[src/rtl/mem_pkg.sv]
// Shared data-memory access codes and arbiter state encoding.
// Used by dmem_arbiter and anything else that drives the data memory.
package mem_pkg;

  localparam logic [1:0] MEM_NONE = 2'b00;
  localparam logic [1:0] MEM_WORD = 2'b01;

  localparam int unsigned ADDR_W = 32;
  localparam int unsigned DATA_W = 32;
  localparam int unsigned WAIT_W = 4;

  typedef enum logic {
    ARB_IDLE,
    ARB_BURST
  } arb_state_t;

endpackage

[src/rtl/dmem_arbiter.sv]
// dmem_arbiter: shares the single-ported data memory between the MEM stage
// and the video scan-out burst reader. The CPU has priority, but a pending
// video word never loses more than MAX_WAIT consecutive cycles.
// Ports:
//   Clk, Reset                          clock, synchronous active-high reset
//   cpu_req/addr/wdata/wr/rd, cpu_rdata MEM-stage request and load data
//   cpu_stall                           holds IF..MEM during a video slot
//   vid_start, vid_base                 burst request pulse and start address
//   vid_busy/valid/rdata/done           burst status and returned words
//   mem_addr/wdata/wr/rd, mem_rdata     data memory port
module dmem_arbiter
  import mem_pkg::*;
#(
  parameter int unsigned BURST_LEN = 16,
  parameter int unsigned MAX_WAIT  = 4
) (
  input  logic        Clk,
  input  logic        Reset,
  input  logic        cpu_req,
  input  logic [31:0] cpu_addr,
  input  logic [31:0] cpu_wdata,
  input  logic [1:0]  cpu_wr,
  input  logic [1:0]  cpu_rd,
  output logic [31:0] cpu_rdata,
  output logic        cpu_stall,
  input  logic        vid_start,
  input  logic [31:0] vid_base,
  output logic        vid_busy,
  output logic        vid_valid,
  output logic [31:0] vid_rdata,
  output logic        vid_done,
  output logic [31:0] mem_addr,
  output logic [31:0] mem_wdata,
  output logic [1:0]  mem_wr,
  output logic [1:0]  mem_rd,
  input  logic [31:0] mem_rdata
);

  localparam int unsigned REM_W = $clog2(BURST_LEN + 1);

  arb_state_t        state;
  logic [31:0]       ptr;
  logic [REM_W-1:0]  remaining;
  logic [WAIT_W-1:0] wait_cnt;
  logic              vid_grant;

  // Video wins when the CPU is quiet or the pending word has waited long enough.
  assign vid_grant = (state == ARB_BURST) &&
                     (!cpu_req || (wait_cnt == WAIT_W'(MAX_WAIT)));

  assign cpu_stall = vid_grant && cpu_req;
  assign cpu_rdata = mem_rdata;
  assign vid_busy  = (state == ARB_BURST);

  // Memory port mux: CPU pass-through unless the video owns this slot.
  always_comb begin
    mem_addr  = cpu_addr;
    mem_wdata = cpu_wdata;
    mem_wr    = cpu_wr;
    mem_rd    = cpu_rd;
    if (!cpu_req) begin
      mem_wr = MEM_NONE;
      mem_rd = MEM_NONE;
    end
    if (vid_grant) begin
      mem_addr = ptr;
      mem_wr   = MEM_NONE;
      mem_rd   = MEM_WORD;
    end
  end

  // Burst FSM, pointer/count/wait counters and registered video outputs.
  always_ff @(posedge Clk) begin
    if (Reset) begin
      state     <= ARB_IDLE;
      ptr       <= '0;
      remaining <= '0;
      wait_cnt  <= '0;
      vid_valid <= 1'b0;
      vid_done  <= 1'b0;
      vid_rdata <= '0;
    end else begin
      vid_valid <= 1'b0;
      vid_done  <= 1'b0;
      case (state)
        ARB_IDLE: begin
          if (vid_start) begin
            ptr       <= vid_base & ~32'h0000_0003;
            remaining <= REM_W'(BURST_LEN);
            wait_cnt  <= '0;
            state     <= ARB_BURST;
          end
        end
        ARB_BURST: begin
          if (vid_grant) begin
            vid_rdata <= mem_rdata;
            vid_valid <= 1'b1;
            ptr       <= ptr + 32'd4;
            remaining <= remaining - REM_W'(1);
            wait_cnt  <= '0;
            if (remaining == REM_W'(1)) begin
              vid_done <= 1'b1;
              state    <= ARB_IDLE;
            end
          end else begin
            wait_cnt <= wait_cnt + WAIT_W'(1);
          end
        end
        default: state <= ARB_IDLE;
      endcase
    end
  end

endmodule

[config.mk]
export PLATFORM = sky130hd
export DESIGN_NAME = dmem_arbiter
export DESIGN_NICKNAME = d
export VERILOG_FILES = /design/src/rtl/mem_pkg.sv /design/src/rtl/dmem_arbiter.sv
export SDC_FILE = /design/constraint.sdc
export NUM_CORES = 1
export LEC_CHECK = 0
export ABC_CLOCK_PERIOD_IN_PS = 3300
export CAP_MARGIN = 10
export CORE_MARGIN = 5
export CORE_UTILIZATION = 35
export CTS_CLUSTER_SIZE = 12
export DETAILED_ROUTE_END_ITERATION = 6
export PLACE_DENSITY = 0.76
export REMOVE_ABC_BUFFERS = 1
export SLEW_MARGIN = 20
export SYNTH_ARGS = -nofsm -noshare
export SYNTH_HDL_FRONTEND = slang
export SYNTH_SLANG_ARGS = --single-unit
[constraint.sdc]
create_clock -name Clk -period 3.3 [get_ports Clk]
set_clock_uncertainty 0.15 [all_clocks]
set_input_delay 0.33 -clock Clk [delete_from_list [all_inputs] [get_ports Clk]]
set_output_delay 0.33 -clock Clk [all_outputs]
set_load 0.02 [all_outputs]
==> impl_metrics.yaml, run 1 <==
outcome:
  status: "finished clean"
sta:
  period_share: 0.891
  finalMaxSlewViolations: 0
  final-setup-viol-count: 0
  tightest_slew_ps: 960
  tns_ps: 0
  whs_ps: 301
  rsz0062_at_grt: "no"
  fmax_mhz: 340
  hold_violations: 0
  period_needed_ps: 2940
  timing.slew.headroom: 0.356
route:
  via_count: 4881
  routed_wl_mm: 16.3
  first_pass_iters: 5
  final_antenna_net_count: 0
  via_per_inst: 5.25
  wl_per_cell_um: 17.6
  drt_iter0_drc: 351
  route.detailed.drc: 0
worst_setup_path:
  reg2reg_to: "ptr[13]"
  cp-startpoint: "wait_cnt[0]"
  worstPathMaxFanout: 38
  rr_startpoint: "wait_cnt[0]"
  reg2regPathDepth: 7
  startpoint_type: "flip-flop"
  critical_path_class: "reg2out"
  crit_end: "mem_addr[6]"
  arrival_ps: 2460
  reg2reg_slack_ps: 690
  required_ps: 2820
  end_kind: "output port"
pwr:
  powerDensity_nw_per_um2: 415
  power_frac_clock: 0.408
  cell_internal_pwr_mw: 2.02
  switching_share: 0.271
  pwr-share-seq: 0.364
  ir_drop_mv: 0.292
  combPwrFrac: 0.228
  power_leakage_nw: 2.49
  p_sw_mw: 0.753
placed_design:
  gp_congestion: 0.817
  hpwl_mm: 11.8
  port_buffers: 205
  placed_area_um2: 6300
  placed_cells: 911
clock_network:
  htreeDepth: 3
  clock-root-buffer: "clkbuf_16"
  cts.clk_slew.worst_paths_ps: 60
  numCtsBuffers: 9
  clkLatencyLatePin_ps: 330
  cts_tree: "done"
  cts.sinks: 74
  cts_buffer_depth: 2
synthesis:
  yosysSeqAreaShare: 0.324
  ys.flop_type: "dfxtp_1"
  syn_area_um2: 4570
  synth-seq-cells: 74
  synth_edf_count: 0
  ys_warn_count: 0
  syn_avg_cell_area_um2: 7.24
  synth-async-reset-ratio: 0
  netlist_instances: 632
  ys_types: 55
global_routing:
  grt_util_all_layers: 0.196
  grt_pass1_vias: 4583
  grt_max_degree: 76
  antenna_found_initial: 0
  grt_pass1_wl_mm: 25.0
  grt_overflow: 0
finish:
  final_common_cell: "clkdlybuf4s50_1"
  layout-drive-gt1-share: 0.0489
  finish.instance_area_um2: 6690
  fin_nets: 894
  layout_common_cells: "clkdlybuf4s50_1 (204), nand2_1 (166), dfxtp_1 (74)"
  finish.utilization: 0.525
  syn_to_final_growth_pct: 46.2
  final_cells: 929
  antenna_cells: 0
floorplan:
  initial_utilization: 0.359
  ios: 272
  rows: 41
  core_um2: 12700
  fp.dieW_um: 124
  die_area_um2: 15500
  die_y_um: 124
worst_hold_path:
  whs_path_depth: 2
  hp-class: "reg2reg"
run:
  maxCapViolations: 0
==> power groups by stage <==
stage / sequential, mW / clock [mW] / combinational [mW]
2_1_floorplan: 1.04 / 0 / 0.220
3_3_place_gp: 1.03 / 0 / 0.619
3_5_place_dp: 1.03 / 0 / 0.625
4_1_cts: 1.01 / 1.15 / 0.628
5_1_grt: 1.02 / 1.19 / 0.678
6_report: 1.01 / 1.13 / 0.631
==> Yosys cell counts, drive strengths merged (3+ instances only) <==
cell type | instances | area, µm²
o311ai | 3 | 26.3
nor2b | 4 | 25.0
or3 | 8 | 50.1
buf | 71 | 512
a31oi | 16 | 100
clkbuf | 38 | 143
nor4b | 3 | 26.3
nand2 | 167 | 627
inv | 11 | 41.3
a21oi | 48 | 240
o22ai | 5 | 31.3
mux2i | 6 | 60.1
nor2 | 19 | 71.3
a311oi | 3 | 26.3
o211ai | 11 | 82.6
ha | 5 | 62.6
o21ai | 15 | 75.1
nand4 | 12 | 90.1
a22oi | 6 | 45.0
xor2 | 3 | 26.3
and4 | 12 | 105
nand2b | 4 | 25.0
and3 | 11 | 68.8
nor3 | 11 | 55.1
nor4 | 3 | 18.8
or4 | 5 | 37.5
o21a | 3 | 22.5
dfxtp | 74 | 1480
nand3b | 5 | 37.5
nand3 | 19 | 95.1
and2 | 3 | 18.8
a211oi | 3 | 22.5
==> how the worst min path moves through the flow <==
stage | from | to | slack (ps)
2_1_floorplan | Reset | ptr[7] | 250
3_3_place_gp | vid_rdata[0] | vid_rdata[0] | 290
3_5_place_dp | vid_rdata[27] | vid_rdata[27] | 300
4_1_cts | vid_rdata[27] | vid_rdata[27] | 300
5_1_grt | vid_rdata[26] | vid_rdata[26] | 320
6_report | vid_rdata[14] | vid_rdata[14] | 300
==> state kept, by name (all words and copies together), names as in the netlist <==
name / count
remaining: 5
vid_busy: 1
vid_rdata: 32
vid_valid: 1
vid_done: 1
wait_cnt: 4
ptr: 30
==> layer usage <==
metal | track usage | wire length [µm] | vias up
met5 | 0.0131 | 0 | -
met4 | 0.0542 | 236 | 0
met3 | 0.0823 | 1690 | 21
met2 | 0.305 | 7330 | 261
met1 | 0.248 | 7040 | 2194
li1 | - | - | 2405
==> per-stage QoR <==
stage | total power [mW] | setup WS (ps)
finish | 2.77 | 359
global route | 2.88 | 198
floorplan | 1.26 | -1310
detailed placement | 1.65 | 419
CTS | 2.79 | 79.1
global placement | 1.64 | 424
==> final cells by class <==
cell class / count / area (µm²)
clock buffer: 10 / 239
clock inverter: 5 / 103
fill: 1263 / 6040
inverter: 11 / 41.3
multi-input combinational: 438 / 2410
sequential: 74 / 1480
tap: 172 / 215
timing repair buffer: 219 / 2190
==> what timing repair did <==
| action | 4_1_cts | 5_1_grt |
|---|---|---|
| endpoints found under the setup margin | 0 | 23 |
| resized for setup | 0 | 0 |
| buffers inserted | 0 | 2 |
| hold buffers | 0 | 0 |
==> critical path, cell delays in order (launching register included) <==
cell             delay [ps]
dfxtp_1                 380
inv_1                    80
ha_1                    230
and4b_1                 280
nor2_4                  160
buf_12                  210
nand2_1                  70
o21ai_0                  70
clkdlybuf4s50_1         630
==> cells by family (layout without fill, tap and decap cells) <==
family                   after synthesis  count (layout)  synth area share
AND/OR/NAND/NOR                      290             290             0.304
AO/OA/AOI/OAI                        133             133             0.185
buffers and inverters                120             245             0.152
flip-flops                            74              74             0.324
multiplexers                           7               7            0.0156
adder cells (fa/ha/maj)                5               5            0.0137
XOR/XNOR                               3               3           0.00575
Power figures use the tool's default switching activity.
==> run 2: changes to the inputs <==
CTS_CLUSTER_SIZE = 28   (was 12)
==> results of run 2 <==
Final layout, timing and power as in run 1 (identical DEF).
==> run 3: changes to the inputs <==
ABC_AREA = 1   (was unset)
PLACE_DENSITY = 0.74   (was 0.76)
==> run 3 against run 2 <==
  * Register-to-register slack gained 400 ps
  * Die area grew 6.3%
  * Routed wire length is essentially flat
  * Clock power grew 4%
  * Final cell count grew 17%
  * Maximum frequency shrank 0.51%
  * Combinational power grew 9.5%
  * Via count grew 5.5%
  * Critical path depth grew 1
  * Synthesized area grew 6.8%
  * Synthesized cell count grew 24%
==> impl_metrics.yaml, run 3 <==
synthesis:
  synth_edf_count: 0
  syn_area_um2: 4880
  synth_commonest_cells: "nand2_1 (193), nor2_1 (144), o21ai_0 (89)"
  yosysTopAreaCell: "dfxtp_1"
  ys_top_cells_by_area: "dfxtp_1 (30%), nand2_1 (15%), nor2_1 (11%)"
  netlist_instances: 781
  syn_avg_cell_area_um2: 6.25
  ys_warn_count: 0
  ys_types: 31
  synth-async-reset-ratio: 0
  synth-seq-cells: 74
  ys.flop_type: "dfxtp_1"
  yosys.cell_count.top_type: "nand2_1"
  synth_top_area_share: 0.303
  yosysSeqAreaShare: 0.303
global_routing:
  antenna_found_initial: 0
  grt_util_all_layers: 0.195
  grt_max_degree: 73
  grt_pass1_vias: 4916
  grt_pass1_wl_mm: 25.3
  grt_overflow: 0
clock_network:
  cts.sinks: 74
  numCtsBuffers: 9
  cts.clk_slew.worst_paths_ps: 60
  cts_resized: 0
  cts_buffer_depth: 2
  htreeDepth: 3
  cts-hold-fix-buffers: 0
  clkLatencyLatePin_ps: 330
  cts_tree: "done"
  cts_setup_buffers: 0
  clock-root-buffer: "clkbuf_16"
worst_setup_path:
  arrival_ps: 2480
  end_kind: "output port"
  worstPathMaxFanout: 44
  critical_path_class: "reg2out"
  reg2regPathDepth: 7
  startpoint_type: "flip-flop"
  required_ps: 2820
finish:
  finish.instance_area_um2: 6890
  reg.largest.list: "vid_rdata (32), ptr (30), remaining (5)"
  final-seq-area_um2: 1480
  layout-drive-gt1-share: 0.0692
  finish.utilization: 0.500
  largest_reg_flops: 32
  final_cells: 1091
  syn_to_final_growth_pct: 41.1
  fillCellCount: 1394
  antenna_cells: 0
  layout_common_cells: "clkdlybuf4s50_1 (204), nand2_1 (193), nor2_1 (144)"
  final_common_cell: "clkdlybuf4s50_1"
  multi_input_area_um2: 2480
  fin_nets: 1047
  regMostFlops: "vid_rdata"
route:
  via_per_inst: 4.72
  route.detailed.drc: 0
  routed_wl_mm: 16.3
  via_count: 5151
  final_antenna_net_count: 0
  first_pass_iters: 5
  wl_per_cell_um: 14.9
  drt_iter0_drc: 328
placed_design:
  dp_worst_setup_slack_ps: 535
  port_buffers: 205
  gp_congestion: 0.901
  placed_area_um2: 6540
  hpwl_mm: 12.7
  placed_cells: 1075
sta:
  fin_ws_ps: 343
  tns_ps: 0
  fmax_mhz: 338
  rsz0062_at_grt: "no"
  whs_ps: 319
  timing.slew.headroom: 0.672
  tightest_slew_ps: 491
  period_share: 0.896
  period_needed_ps: 2960
  final-setup-viol-count: 0
  hold_violations: 0
  finalMaxSlewViolations: 0
floorplan:
  die_area_um2: 16400
  ios: 272
  rows: 43
  initial_utilization: 0.355
  die_y_um: 128
  fp.dieW_um: 128
  core_um2: 13800
worst_hold_path:
  hp-class: "reg2reg"
  whs_path_depth: 2
run:
  maxCapViolations: 0
pwr:
  power_mw: 2.87
  ir_drop_mv: 0.242
  power_leakage_nw: 2.67
  powerDensity_nw_per_um2: 416
outcome:
  status: "finished clean"
==> run 3: changes by cell type after synthesis, sizes merged, moves of 9 or more <==
| cell | delta |
|---|---|
| o21ai | +76 |
| nand2 | +40 |
| clkbuf | -31 |
| nor3 | -9 |
| o211ai | -10 |
| nor2 | +141 |
| a21oi | -24 |
| a31oi | -13 |
| nand3 | +24 |
| and4 | -12 |
| inv | +51 |
| buf | +20 |
| and3 | -11 |
==> run 3: layout make-up <==
cell class	count	area share
multi-input combinational	547	0.360
timing repair buffer	212	0.307
sequential	74	0.215
clock buffer	12	0.0372
inverter	62	0.0341
tap	180	0.0327
clock inverter	4	0.0142
==> run 3: logic make-up after synthesis <==
logic type	after synthesis	share of synthesized area
fa+ha+maj	5	0.0128
xor+xnor	3	0.00538
buf+inv	160	0.190
compound gates	120	0.124
flops	74	0.303
simple gates	419	0.364
==> run 3: layer usage <==
layer | vias to the layer above | share of wire | track usage
met3 | 19 | 0.096 | 0.0704
met5 | - | 0.0018 | 0.0217
met1 | 2271 | 0.45 | 0.255
met4 | 2 | 0.017 | 0.0680
met2 | 209 | 0.43 | 0.293
li1 | 2650 | - | -
==> run 3: power by group <==
group / switching (mW) / leakage [nW] / internal [mW]
combinational: 0.358 / 1.89 / 0.334
clock: 0.385 / 0.169 / 0.781
sequential: 0.0537 / 0.608 / 0.957
total: 0.796 / 2.67 / 2.07
==> run 3: final timing paths <==
kind | startpoint | endpoint | slack, ps
max reg2reg | vid_busy | remaining[3] | 1090
min reg2reg | ptr[31] | ptr[31] | 320
min | ptr[31] | ptr[31] | 320
max | wait_cnt[0] | mem_addr[3] | 340
==> run 3: worst max-delay path: stages (launching register included) <==
cell and delay, ps:
dfxtp_1 320, inv_1 90, ha_1 170, nand3_2 90
nand2_1 110, nand2_4 170, inv_4 400, nand2_1 100
nand2_1 80, clkdlybuf4s50_1 600
